===== config.mk =====
export PLATFORM = sky130hd
export DESIGN_NAME = l2_fwd_stall_buf
export DESIGN_NICKNAME = d
export VERILOG_FILES = /design/src/rtl/l2_fwd_stall_buf_pkg.sv /design/src/rtl/l2_fwd_stall_buf.sv
export SDC_FILE = /design/constraint.sdc
export NUM_CORES = 1
export LEC_CHECK = 0
export ABC_AREA = 1
export ABC_CLOCK_PERIOD_IN_PS = 2050
export CORE_MARGIN = 1
export CORE_UTILIZATION = 45
export CTS_BUF_LIST = sky130_fd_sc_hd__clkbuf_16
export CTS_CLUSTER_SIZE = 12
export DETAILED_ROUTE_END_ITERATION = 12
export PLACE_DENSITY = 0.75
export RECOVER_POWER = 25
export SLEW_MARGIN = 20
export SYNTH_ARGS = -nofsm -noshare
export SYNTH_HDL_FRONTEND = slang
export SYNTH_SLANG_ARGS = --single-unit

===== constraint.sdc =====
create_clock -name clk -period 2.05 [get_ports clk]
set_input_delay 0.205 -clock clk [delete_from_list [all_inputs] [get_ports clk]]
set_output_delay 0.205 -clock clk [all_outputs]
set_load 0.01 [all_outputs]

===== src/rtl/l2_fwd_stall_buf_pkg.sv =====
// Shared L2 types and constants used by the forward stall buffer.
// Provides the coherence message, line address, cache id and word mask
// types, the request-buffer index width, the default stall-buffer geometry,
// the stalled-forward entry struct and a small wait-match helper.
package l2_fwd_stall_buf_pkg;

    localparam int ADDR_BITS        = 32;
    localparam int LINE_OFFSET_BITS = 4;
    localparam int LINE_ADDR_BITS   = ADDR_BITS - LINE_OFFSET_BITS;
    localparam int MIX_MSG_BITS     = 3;
    localparam int CACHE_ID_BITS    = 4;
    localparam int WORDS_PER_LINE   = 4;
    localparam int REQS_BITS        = 2;
    localparam int N_REQS           = 4;

    // Default stall-buffer geometry; the buffer module may override these.
    localparam int DEFAULT_N_FWD_STALL    = 4;
    localparam int DEFAULT_FWD_STALL_BITS = 2;

    typedef logic [MIX_MSG_BITS-1:0]   mix_msg_t;
    typedef logic [LINE_ADDR_BITS-1:0] line_addr_t;
    typedef logic [CACHE_ID_BITS-1:0]  cache_id_t;
    typedef logic [WORDS_PER_LINE-1:0] word_mask_t;
    typedef logic [REQS_BITS-1:0]      reqs_idx_t;

    // One stalled forward: its fields, the request entry it waits on, and
    // whether that request is still outstanding.
    typedef struct packed {
        mix_msg_t   coh_msg;
        line_addr_t addr;
        cache_id_t  req_id;
        word_mask_t word_mask;
        reqs_idx_t  wait_i;
        logic       pending;
    } fwd_stall_entry_t;

    // True when a request-done event releases a forward waiting on wait_i.
    function automatic logic done_hit(
        input reqs_idx_t wait_i,
        input logic      done_valid,
        input reqs_idx_t done_i
    );
        return done_valid && (wait_i == done_i);
    endfunction

endpackage


===== src/rtl/l2_fwd_stall_buf.sv =====
// Stalled-forward buffer for the L2.
// Forwards that hit a line with an outstanding request are parked here in
// arrival order together with the request-buffer index they wait on. When
// that request completes, the forward becomes ready; the oldest ready entry
// is locked and presented for replay until the consumer accepts it.
// Ports:
//   clk, rst                  clock, synchronous active-low reset
//   fwd_in_*                  forward offered for stalling (valid/ready)
//   req_done_valid/_i         a request-buffer entry completed
//   fwd_out_*                 locked forward presented for replay
//   full, empty, count        occupancy status
module l2_fwd_stall_buf
    import l2_fwd_stall_buf_pkg::*;
#(
    parameter int N_FWD_STALL    = DEFAULT_N_FWD_STALL,
    parameter int FWD_STALL_BITS = DEFAULT_FWD_STALL_BITS
) (
    input  logic                    clk,
    input  logic                    rst,
    input  logic                    fwd_in_valid,
    output logic                    fwd_in_ready,
    input  mix_msg_t                fwd_in_coh_msg,
    input  line_addr_t              fwd_in_addr,
    input  cache_id_t               fwd_in_req_id,
    input  word_mask_t              fwd_in_word_mask,
    input  reqs_idx_t               fwd_in_wait_i,
    input  logic                    req_done_valid,
    input  reqs_idx_t               req_done_i,
    output logic                    fwd_out_valid,
    input  logic                    fwd_out_ready,
    output mix_msg_t                fwd_out_coh_msg,
    output line_addr_t              fwd_out_addr,
    output cache_id_t               fwd_out_req_id,
    output word_mask_t              fwd_out_word_mask,
    output logic                    full,
    output logic                    empty,
    output logic [FWD_STALL_BITS:0] count
);

    fwd_stall_entry_t            ent_r [N_FWD_STALL];
    logic [FWD_STALL_BITS:0]     count_r;
    logic                        lock_r;
    logic [FWD_STALL_BITS-1:0]   lock_idx_r;
    logic                        full_r;
    logic                        empty_r;
    mix_msg_t                    out_coh_msg_r;
    line_addr_t                  out_addr_r;
    cache_id_t                   out_req_id_r;
    word_mask_t                  out_word_mask_r;

    logic                        push_s;
    logic                        pop_s;
    logic                        sel_found_s;
    logic [FWD_STALL_BITS-1:0]   sel_idx_s;
    logic [FWD_STALL_BITS:0]     count_kept_s;
    logic [FWD_STALL_BITS:0]     count_nxt_s;
    fwd_stall_entry_t            new_ent_s;
    fwd_stall_entry_t            ent_nxt_s [N_FWD_STALL];

    // Ready reflects the registered full flag only; no bypass on a pop.
    assign push_s = fwd_in_valid && !full_r;
    assign pop_s  = lock_r && fwd_out_ready;

    assign fwd_in_ready      = !full_r;
    assign fwd_out_valid     = lock_r;
    assign fwd_out_coh_msg   = out_coh_msg_r;
    assign fwd_out_addr      = out_addr_r;
    assign fwd_out_req_id    = out_req_id_r;
    assign fwd_out_word_mask = out_word_mask_r;
    assign full              = full_r;
    assign empty             = empty_r;
    assign count             = count_r;

    // Oldest-ready picker. A done arriving this cycle counts as already
    // released so the entry can lock at the very next edge.
    always_comb begin
        sel_found_s = 1'b0;
        sel_idx_s   = '0;
        for (int i = N_FWD_STALL - 1; i >= 0; i--) begin
            if ((i < int'(count_r)) &&
                !(ent_r[i].pending &&
                  !done_hit(ent_r[i].wait_i, req_done_valid, req_done_i))) begin
                sel_found_s = 1'b1;
                sel_idx_s   = FWD_STALL_BITS'(i);
            end else begin
                sel_found_s = sel_found_s;
            end
        end
    end

    // Incoming entry; a done for its wait index in the same cycle enters it released.
    always_comb begin
        new_ent_s.coh_msg   = fwd_in_coh_msg;
        new_ent_s.addr      = fwd_in_addr;
        new_ent_s.req_id    = fwd_in_req_id;
        new_ent_s.word_mask = fwd_in_word_mask;
        new_ent_s.wait_i    = fwd_in_wait_i;
        new_ent_s.pending   = !done_hit(fwd_in_wait_i, req_done_valid, req_done_i);
    end

    // Next array: compact over the popped slot, apply done, then append the push.
    always_comb begin
        if (pop_s) begin
            count_kept_s = count_r - {{FWD_STALL_BITS{1'b0}}, 1'b1};
        end else begin
            count_kept_s = count_r;
        end
        count_nxt_s = count_kept_s + {{FWD_STALL_BITS{1'b0}}, push_s};
        for (int i = 0; i < N_FWD_STALL; i++) begin
            if (pop_s && (i >= int'(lock_idx_r))) begin
                if (i < N_FWD_STALL - 1) begin
                    ent_nxt_s[i] = ent_r[(i + 1) % N_FWD_STALL];
                end else begin
                    ent_nxt_s[i] = '0;
                end
            end else begin
                ent_nxt_s[i] = ent_r[i];
            end
            if (i >= int'(count_kept_s)) begin
                ent_nxt_s[i] = '0;
            end else begin
                ent_nxt_s[i].pending = ent_nxt_s[i].pending &&
                    !done_hit(ent_nxt_s[i].wait_i, req_done_valid, req_done_i);
            end
            if (push_s && (i == int'(count_kept_s))) begin
                ent_nxt_s[i] = new_ent_s;
            end else begin
                ent_nxt_s[i] = ent_nxt_s[i];
            end
        end
    end

    // Storage, occupancy flags, lock and registered replay fields.
    always_ff @(posedge clk) begin
        if (!rst) begin
            for (int i = 0; i < N_FWD_STALL; i++) begin
                ent_r[i] <= '0;
            end
            count_r         <= '0;
            full_r          <= 1'b0;
            empty_r         <= 1'b1;
            lock_r          <= 1'b0;
            lock_idx_r      <= '0;
            out_coh_msg_r   <= '0;
            out_addr_r      <= '0;
            out_req_id_r    <= '0;
            out_word_mask_r <= '0;
        end else begin
            for (int i = 0; i < N_FWD_STALL; i++) begin
                ent_r[i] <= ent_nxt_s[i];
            end
            count_r <= count_nxt_s;
            full_r  <= (count_nxt_s == (FWD_STALL_BITS+1)'(N_FWD_STALL));
            empty_r <= (count_nxt_s == {(FWD_STALL_BITS+1){1'b0}});
            if (pop_s) begin
                lock_r <= 1'b0;
            end else if (!lock_r && sel_found_s) begin
                // No pop and no lock means no compaction: sel_idx_s stays valid.
                lock_r          <= 1'b1;
                lock_idx_r      <= sel_idx_s;
                out_coh_msg_r   <= ent_r[sel_idx_s].coh_msg;
                out_addr_r      <= ent_r[sel_idx_s].addr;
                out_req_id_r    <= ent_r[sel_idx_s].req_id;
                out_word_mask_r <= ent_r[sel_idx_s].word_mask;
            end else begin
                lock_r <= lock_r;
            end
        end
    end

endmodule

Yosys cells after proc, flatten, opt, wreduce, memory -nomap -nowiden
Memory sizes are Yosys's and may differ from the RTL's. A register that Yosys moved wholly into a read port is not among the register bits. Index checks and enable logic that the tools add are counted.

Output and inout port bits: 46. Memories: 1. Logic and storage cells: 120. Register bits after elaboration: 8. Memory bits (writable): 168.

Order comparisons: 11. Eq/ne operators: 13. Reduce and logical (&&, ||, !) cells: 51. Bitwise logic cells: 6. Mux-type cells: 31. Add/subtract/negate cells: 2.

Memory list: ent_r (depth 4, width 42, rd ports 5, clocked after memory_dff 1, wr ports 4, line l2_fwd_stall_buf.sv:40) `fwd_stall_entry_t ent_r [N_FWD_STALL];`.

Operators with widths (number): 42-bit two-way mux (12); 41-bit two-way mux (4); 1-bit logical AND (31); 2-bit == test (9); 1-bit zero test (16); 1-bit two-way mux (10); 2-bit two-way mux (4); 3-bit == test, first input constant (2); 1-bit by 3-bit greater-or-equal comparator with 1-bit output, first input constant (2); 2-bit by 3-bit greater-or-equal comparator with 1-bit output, first input constant (2); 3-bit zero test (2); 1-bit by 3-bit less-than comparator with 1-bit output, first input constant (2); 2-bit by 3-bit less-than comparator with 1-bit output, first input constant (2); 1-bit by 2-bit greater-or-equal comparator with 1-bit output, first input constant (2); 1-bit OR (4); 3-bit by 1-bit adder with 3-bit output (1); 2-bit by 3-bit == test with 1-bit output, first input constant (1); 3-bit == test, second input constant (1); 3-bit two-way mux (1); 3-bit by 1-bit subtractor with 3-bit output, second input constant (1); 2-bit greater-or-equal comparator, first input constant (1); 1-bit inverter (2); 2-bit AND reduction (1); 2-bit OR reduction (1).

Depth between registers and ports, before layout
Gate-level depths: netlist (run 1).

Depth after elaboration: 12. Gate-level depth with buffers: 16. Gate-level depth less buffers: 14.

Worst setup path after synthesis (run 1)
Ideal clock, no wire load.

Kind: register to register. From: reg count_r[0], in the netlist count[0]. To: mem ent_r[2][3] (netlist bit). Path buffers: 2. Arrival time: 1.897 ns. Stages on the path, launching flop included: 11. Data required time: 1.931 ns. Setup time: 0.119 ns. Clock period less this slack: 2.016 ns. Path slack: 0.034 ns. Cells stage by stage: dfxtp_1 > inv_2 > ha_1 > o21ai_1 > inv_2 > o21ai_2 > nand2_1 > buf_2 > clkbuf_1 > o21ai_0 > a21oi_1.

RTL lines: start: declaration (line l2_fwd_stall_buf.sv:41) `logic [FWD_STALL_BITS:0] count_r;`; start signal: assignment (line l2_fwd_stall_buf.sv:152) `count_r <= count_nxt_s;`; end: declaration (line l2_fwd_stall_buf.sv:40).

==> run metrics, run 1 <==
Die Y between 150 and 200 um; area added between synthesis and finish 27.2%; number of port buffers 93; area occupied by multi-input gates ~5300 sq um; top cell type's share of synthesized area 39.5%; register area 4310 sq um; FILL cells 2132; Clock Latency Late Sink between 500 and 600 ps; drt drc 0; Detailed Route Iter0 Violations 1262; post-DR wirelength/cell 17.6 um; post-synthesis register bit count 215; Post-synth top cells nand2_1, dfxtp_1, inv_1, nand3_1, a21oi_1; fin crit share 97.2%; total wire length 36200 um; Ys Warns 0; post-synthesis async set-or-reset flop share 0%; I/O pins 94; mux share of post-synthesis cell area less than 1%; critical path start-end classification flip-flop to flip-flop; Cells after Synth roughly 1600; final hold vios 0; crit path DAT approximately 2400 ps; vias per cell 5.62; Avg Synthesized Cell Area just under 7 sq um; vias in the first global route about 11000; Rows between 50 and 60; max-cap viol count 0; XOR/XNOR Fraction of Synth Area 0.792%; relative slew slack between 60% and 70%; CP Data Required Time around 2500 ps; Area contributors post-synth dfxtp_1, nand2_1, nand3_1; Synth cell types 37; nature of the critical path startpoint flip-flop; HP Class primary input to flip-flop; fin util 58.7%; setup ws final 56.5 ps; maximum buffer depth of the clock tree 3; pre-CTS setup slack -188 ps; hpwl dp 21000 um; overall power around 26000 uW; global-route wire length before repair 56300 um; maximum number of pins on one net before global-route repair 48; CP Cell Sequence inv_4 > ha_4 > o21ai_2 > inv_2 > nand2_4 > nor2_4 > clkinv_4 > nor2_4 > buf_6 > buf_12 > nand2_2 > a221oi_2; outcome finished clean; register area share after synthesis 39.5%; Fin Hold WS between 100 and 150 ps; CP max stage cell dfxtp_2; die footprint between 20000 and 25000 sq um; fmax ~0.50 GHz; CTS HTree Levels 1; number of enable flip-flop cells after synthesis 0; antenna viol nets, final 0; Adder-Cell Fraction of Synth Area less than 1%; clk slew on worst S/H paths approximately 60 ps; Final Instance Area between 10000 and 15000 sq um; Clock Tree Root clkbuf_16; Tmin final ~2000 ps; Post-Synth Simple-Gate Area 26.4%; Crit path top cell by count nor2_4; leading area contributor after synthesis dfxtp_1; layout cell share with drive strength beyond 1 a little under an eighth; Worst Path Max Fanout 8; LEAKAGE 0.00566 uW; pwr/cell area between 1500 and 2000 nW/um^2; CTS buffer count 25; clock sink count ~220; die width roughly 160 um; Synth Area in Compound Gates between 10% and 20%; Cell Area, Synth 10900 sq um; grt total ovfl 0; RSZ-0062 raised after global routing yes; routed via count roughly 12000; Setup Viol. Count Final 0; initial antenna violation count 2; NumNets Final 1774; All-Layer GR Usage roughly 28%; CP Capture Type flip-flop; slew of the pin with the lowest slew margin between 500 and 600 ps; Setup Skew 19.8 ps; largest family of logic cells by synthesized area simple AND/OR/NAND/NOR gates; GPL Wtd Cong between 0.9 and 1; fin. max-slew vios 0; most frequent cell after synthesis nand2_1; delay of the slowest critical-path stage ~360 ps; total core area 23600 sq um; DR pass1 iterations 5; CTS tree yes; Most used DFF post-synth dfxtp_1; Net Count, Synth roughly 1700; Initial Util a little under half; worst vdd ir about 0.0013 V; Placed Area roughly 13000 sq um
[cell type report]
class | instances | area share [%]
Clock inverter | 19 | 0.812
Sequential cell | 215 | 31.1
Inverter | 226 | 6.21
Timing Repair Buffer | 203 | 16.2
Multi-Input combinational cell | 1051 | 38.3
Clock buffer | 25 | 4.51
Tap cell | 319 | 2.88
Antenna cell | 1 | 0.0180
[cell usage in the layout, fill, tap and decap left out, types with 2 or more instances in the layout]
master	n
buf_4	68
o211ai_1	2
ha_1	3
a32oi_1	39
nand3_1	205
clkdlybuf4s50_1	51
dlygate4sd3_1	41
a221oi_1	25
a221oi_2	14
a21oi_1	135
nand2_1	371
xor2_1	6
clkinv_2	4
nand2_2	4
inv_2	9
o21ai_2	2
buf_12	29
inv_1	220
clkbuf_16	30
clkinv_4	2
inv_6	2
clkinv_1	6
nor2_1	88
buf_6	7
o21ai_1	9
nor2_4	5
dfxtp_1	213
dfxtp_2	2
nand2_4	5
o21ai_0	122
xnor2_1	2
[layer usage]
layer  global-route usage, %  vias up  share of wire, %
li1                        -     5501                 -
met1                    37.9     5368                41
met2                    46.7      626                46
met3                    4.38       77                11
met4                    9.52        0               2.5
met5                       0        -                 0
[worst max-delay path, delay by kind of cell (launching register included)]
family | cells | cell delay, ps
buf+inv | 5 | 550
fa+ha+maj | 1 | 260
simple gates | 4 | 410
flops | 1 | 360
compound gates | 2 | 310
[through the flow]
stage | TNS, ps | cells
detailed placement | -16770 | 1998
finish | 0 | 2059
CTS | -17.4 | 2045
global route | -172 | 2058
floorplan | 0 | 1612
global placement | -11330 | 1998
[repair_timing]
action	in CTS	in global routing
buffers inserted	2	7
endpoints found under the setup margin	44	156
gates resized for setup	5	25
cloned	1	6
pin swaps	1	8
hold buffers	0	0
[registers in the layout, indices dropped and copies added (netlist names)]
| register | flops |
|---|---|
| count | 3 |
| fwd_out_valid | 1 |
| fwd_out_coh_msg | 3 |
| fwd_out_req_id | 4 |
| full | 1 |
| ent_r | 168 |
| fwd_out_word_mask | 4 |
| lock_idx_r | 2 |
| empty | 1 |
| fwd_out_addr | 28 |
[power breakdown]
group,switching [uW],internal (uW)
sequential,667,5340
clock,1800,2330
combinational,9510,6310
total,12000,14000
[final timing paths]
| check | startpoint | to | slack [ps] | depth (start not counted) |
|---|---|---|---|---|
| setup / recovery | count[0] | ent_r[0][26] | 60 | 12 |
| hold / removal | rst | ent_r[3][35] | 110 | 3 |
| setup reg to reg | count[0] | ent_r[0][26] | 60 | 12 |
| hold reg to reg | ent_r[0][39] | ent_r[0][39] | 470 | 2 |
[kinds of logic after synthesis]
kind of cell | count (synthesis)
AND/OR/NAND/NOR | 683
AO/OA/AOI/OAI | 354
buffers and inverters | 346
flip-flops | 215
XOR/XNOR | 9
adder cells (fa/ha/maj) | 4
multiplexers | 1
(Power assumes the default switching activity.)
==> inputs of run 2 (changes only) <==
--- a/config.mk
+++ b/config.mk
@@ -10,9 +10,10 @@
 export CORE_MARGIN = 1
 export CORE_UTILIZATION = 45
 export CTS_BUF_LIST = sky130_fd_sc_hd__clkbuf_16
+export CTS_CLUSTER_DIAMETER = 40
 export CTS_CLUSTER_SIZE = 12
 export DETAILED_ROUTE_END_ITERATION = 12
-export PLACE_DENSITY = 0.75
+export PLACE_DENSITY_LB_ADDON = 0.1
 export RECOVER_POWER = 25
 export SLEW_MARGIN = 20
 export SYNTH_ARGS = -nofsm -noshare
==> run 2 against run 1 <==
First-iteration DRC count decreased by 21%; utilization increased by 2.8 points; hold slack better by 240 ps; flip-flop and latch count did not move; non-clock buffer count increased by 16; final cell count increased by 1.7%; clock power grew 50%; via count down 1.2%.
==> run metrics, run 2 (same netlist as run 1, synthesis figures left out) <==
I/O pins 94 (unchanged); fin. max-slew vios 0 (unchanged); Die Y 158 um (unchanged); die footprint 24800 sq um (unchanged); vias in the first global route 10600 (was 10800); maximum buffer depth of the clock tree 3 (unchanged); Hold-fix buffers, CTS 0 (unchanged); clock sink count 215 (unchanged); DR pass1 iterations 7 (was 5); global-route wire length before repair 56700 um (was 56300 um); Worst Path Max Fanout 9 (was 8); drt drc 0 (unchanged); critical path start-end classification flip-flop to flip-flop (unchanged); die width 158 um (unchanged); outcome finished clean (unchanged); antenna cells 0 (was 1); Reg with most FFs ent_r (unchanged); post-DR wirelength/cell 18.0 um (was 17.6 um); CP Data Required Time 2490 ps (about the same); All-Layer GR Usage 29.4% (was 28.4%); fin util 61.5% (was 58.7%); final hold vios 0 (unchanged); GPL Wtd Cong 0.875 (was 0.948); crit path DAT 2450 ps (was 2430 ps); antenna viol nets, final 0 (unchanged); Largest register FFs 168 (unchanged); layout cell share with drive strength beyond 1 13.9% (was 11.4%); Tmin final 2010 ps (was 1990 ps); Setup Viol. Count Final 0 (unchanged); total wire length 37800 um (was 36200 um); pwr/cell area 1950 nW/um^2 (was 1870 nW/um^2); fmax 0.497 GHz (was 0.502 GHz); clk slew on worst S/H paths 50 ps (was 60 ps); vias per cell 5.46 (was 5.62); fin crit share 98.2% (was 97.2%); Finished Layout Cells 2094 (was 2059); CTS HTree Levels 2 (was 1); FILL cells 2177 (was 2132); Clock Tree Root clkbuf_16 (unchanged); CTS tree yes (unchanged); slew of the pin with the lowest slew margin 488 ps (was 572 ps); HP Class primary input to flip-flop (unchanged); max-cap viol count 0 (unchanged); relative slew slack 67.3% (was 61.9%); dpl cells 2011 (was 1998); area added between synthesis and finish 33.3% (was 27.2%); routed via count 11400 (was 11600); Fin Hold WS 354 ps (was 113 ps); grt total ovfl 0 (unchanged); CTS buffer count 36 (was 25); RSZ-0062 raised after global routing yes (unchanged); maximum number of pins on one net before global-route repair 45 (was 48); worst vdd ir 0.00122 V (was 0.00131 V); CP Capture Type flip-flop (unchanged); total core area 23600 sq um (unchanged); nature of the critical path startpoint flip-flop (unchanged); most frequent cells in the layout nand2_1, inv_1, dfxtp_1 (unchanged); number of port buffers 93 (unchanged); NumNets Final 1801 (was 1774); Rows 56 (unchanged); setup ws final 36.0 ps (was 56.5 ps); hpwl dp 21700 um (was 21000 um); most common cell after layout, fill and taps aside nand2_1 (unchanged); Initial Util 46.2% (unchanged); pre-CTS setup slack -247 ps (was -188 ps); Detailed Route Iter0 Violations 1000 (was 1262); Clock Latency Late Sink 510 ps (was 540 ps); initial antenna violation count 0 (was 2); LEAKAGE 0.00597 uW (was 0.00566 uW); Setup Skew 19.2 ps (was 19.8 ps)
[run 2: changes by cell type in the layout (fill, tap and decap cells not counted), sizes merged]
cell / change
diode: -1
buf: +15
clkinv: +2
dlygate4sd3: +2
clkinvlp: +2
clkbuf: +12
bufinv: +4
clkdlybuf4s50: -1
[run 2: worst paths after layout]
check	from	end	slack [ps]	depth (start not counted)
worst max-delay path	count[0]	ent_r[2][19]	40	10
worst min-delay path	fwd_in_addr[2]	ent_r[3][13]	350	3
worst max register to register	count[0]	ent_r[2][19]	40	10
worst min register to register	lock_idx_r[0]	lock_idx_r[0]	460	2
[run 2: per-layer routing]
| metal | track usage, % | share of wire (%) | up-vias |
|---|---|---|---|
| li1 | - | - | 5570 |
| met1 | 39.8 | 44 | 5274 |
| met2 | 47.3 | 45 | 514 |
| met3 | 4.08 | 8.6 | 75 |
| met4 | 11.1 | 2.3 | 0 |
| met5 | 0 | 0 | - |
[run 2: metrics by stage]
step / setup TNS [ps] / area [sq um] / total power [uW]
final: 0 / 14500 / 28300
after global routing: -307 / 14500 / 30100
after CTS: 0 / 14100 / 27500
after detailed placement: -22570 / 12900 / 21200
after global placement: -24450 / 12900 / 21100
after floorplan: 0 / 10900 / 15000
[run 2: repair_timing]
item                       4_1_cts  5_1_grt
setup buffers                    0       11
setup endpoints to repair        0      198
resized for setup                0       32
[run 2: final cells by class]
cell class              instances  area (sq um)  share of cell area, %
flip-flops and latches        215          4310                   29.7
repair buffers                219          2390                   16.5
multi-input cells            1051          5340                   36.8
inverters                     226           853                   5.87
clock inverters                27           308                   2.12
well taps                     319           399                   2.75
clock buffers                  37           926                   6.37
[run 2: where the power goes]
part	switching, uW	leakage, uW	internal [uW]
combinational	9700	0.00360	6440
clock	2220	0.000609	3960
sequential	643	0.00176	5350
[run 2: worst max-delay path, stage by stage, from the launching register on]
cell and delay [ps]:
dfxtp_2 320, inv_2 110, ha_4 210, o21ai_2 180, inv_2 90, buf_4 150, nor4_4 270, buf_4 220
buf_8 190, nand2_1 70, a21oi_1 140
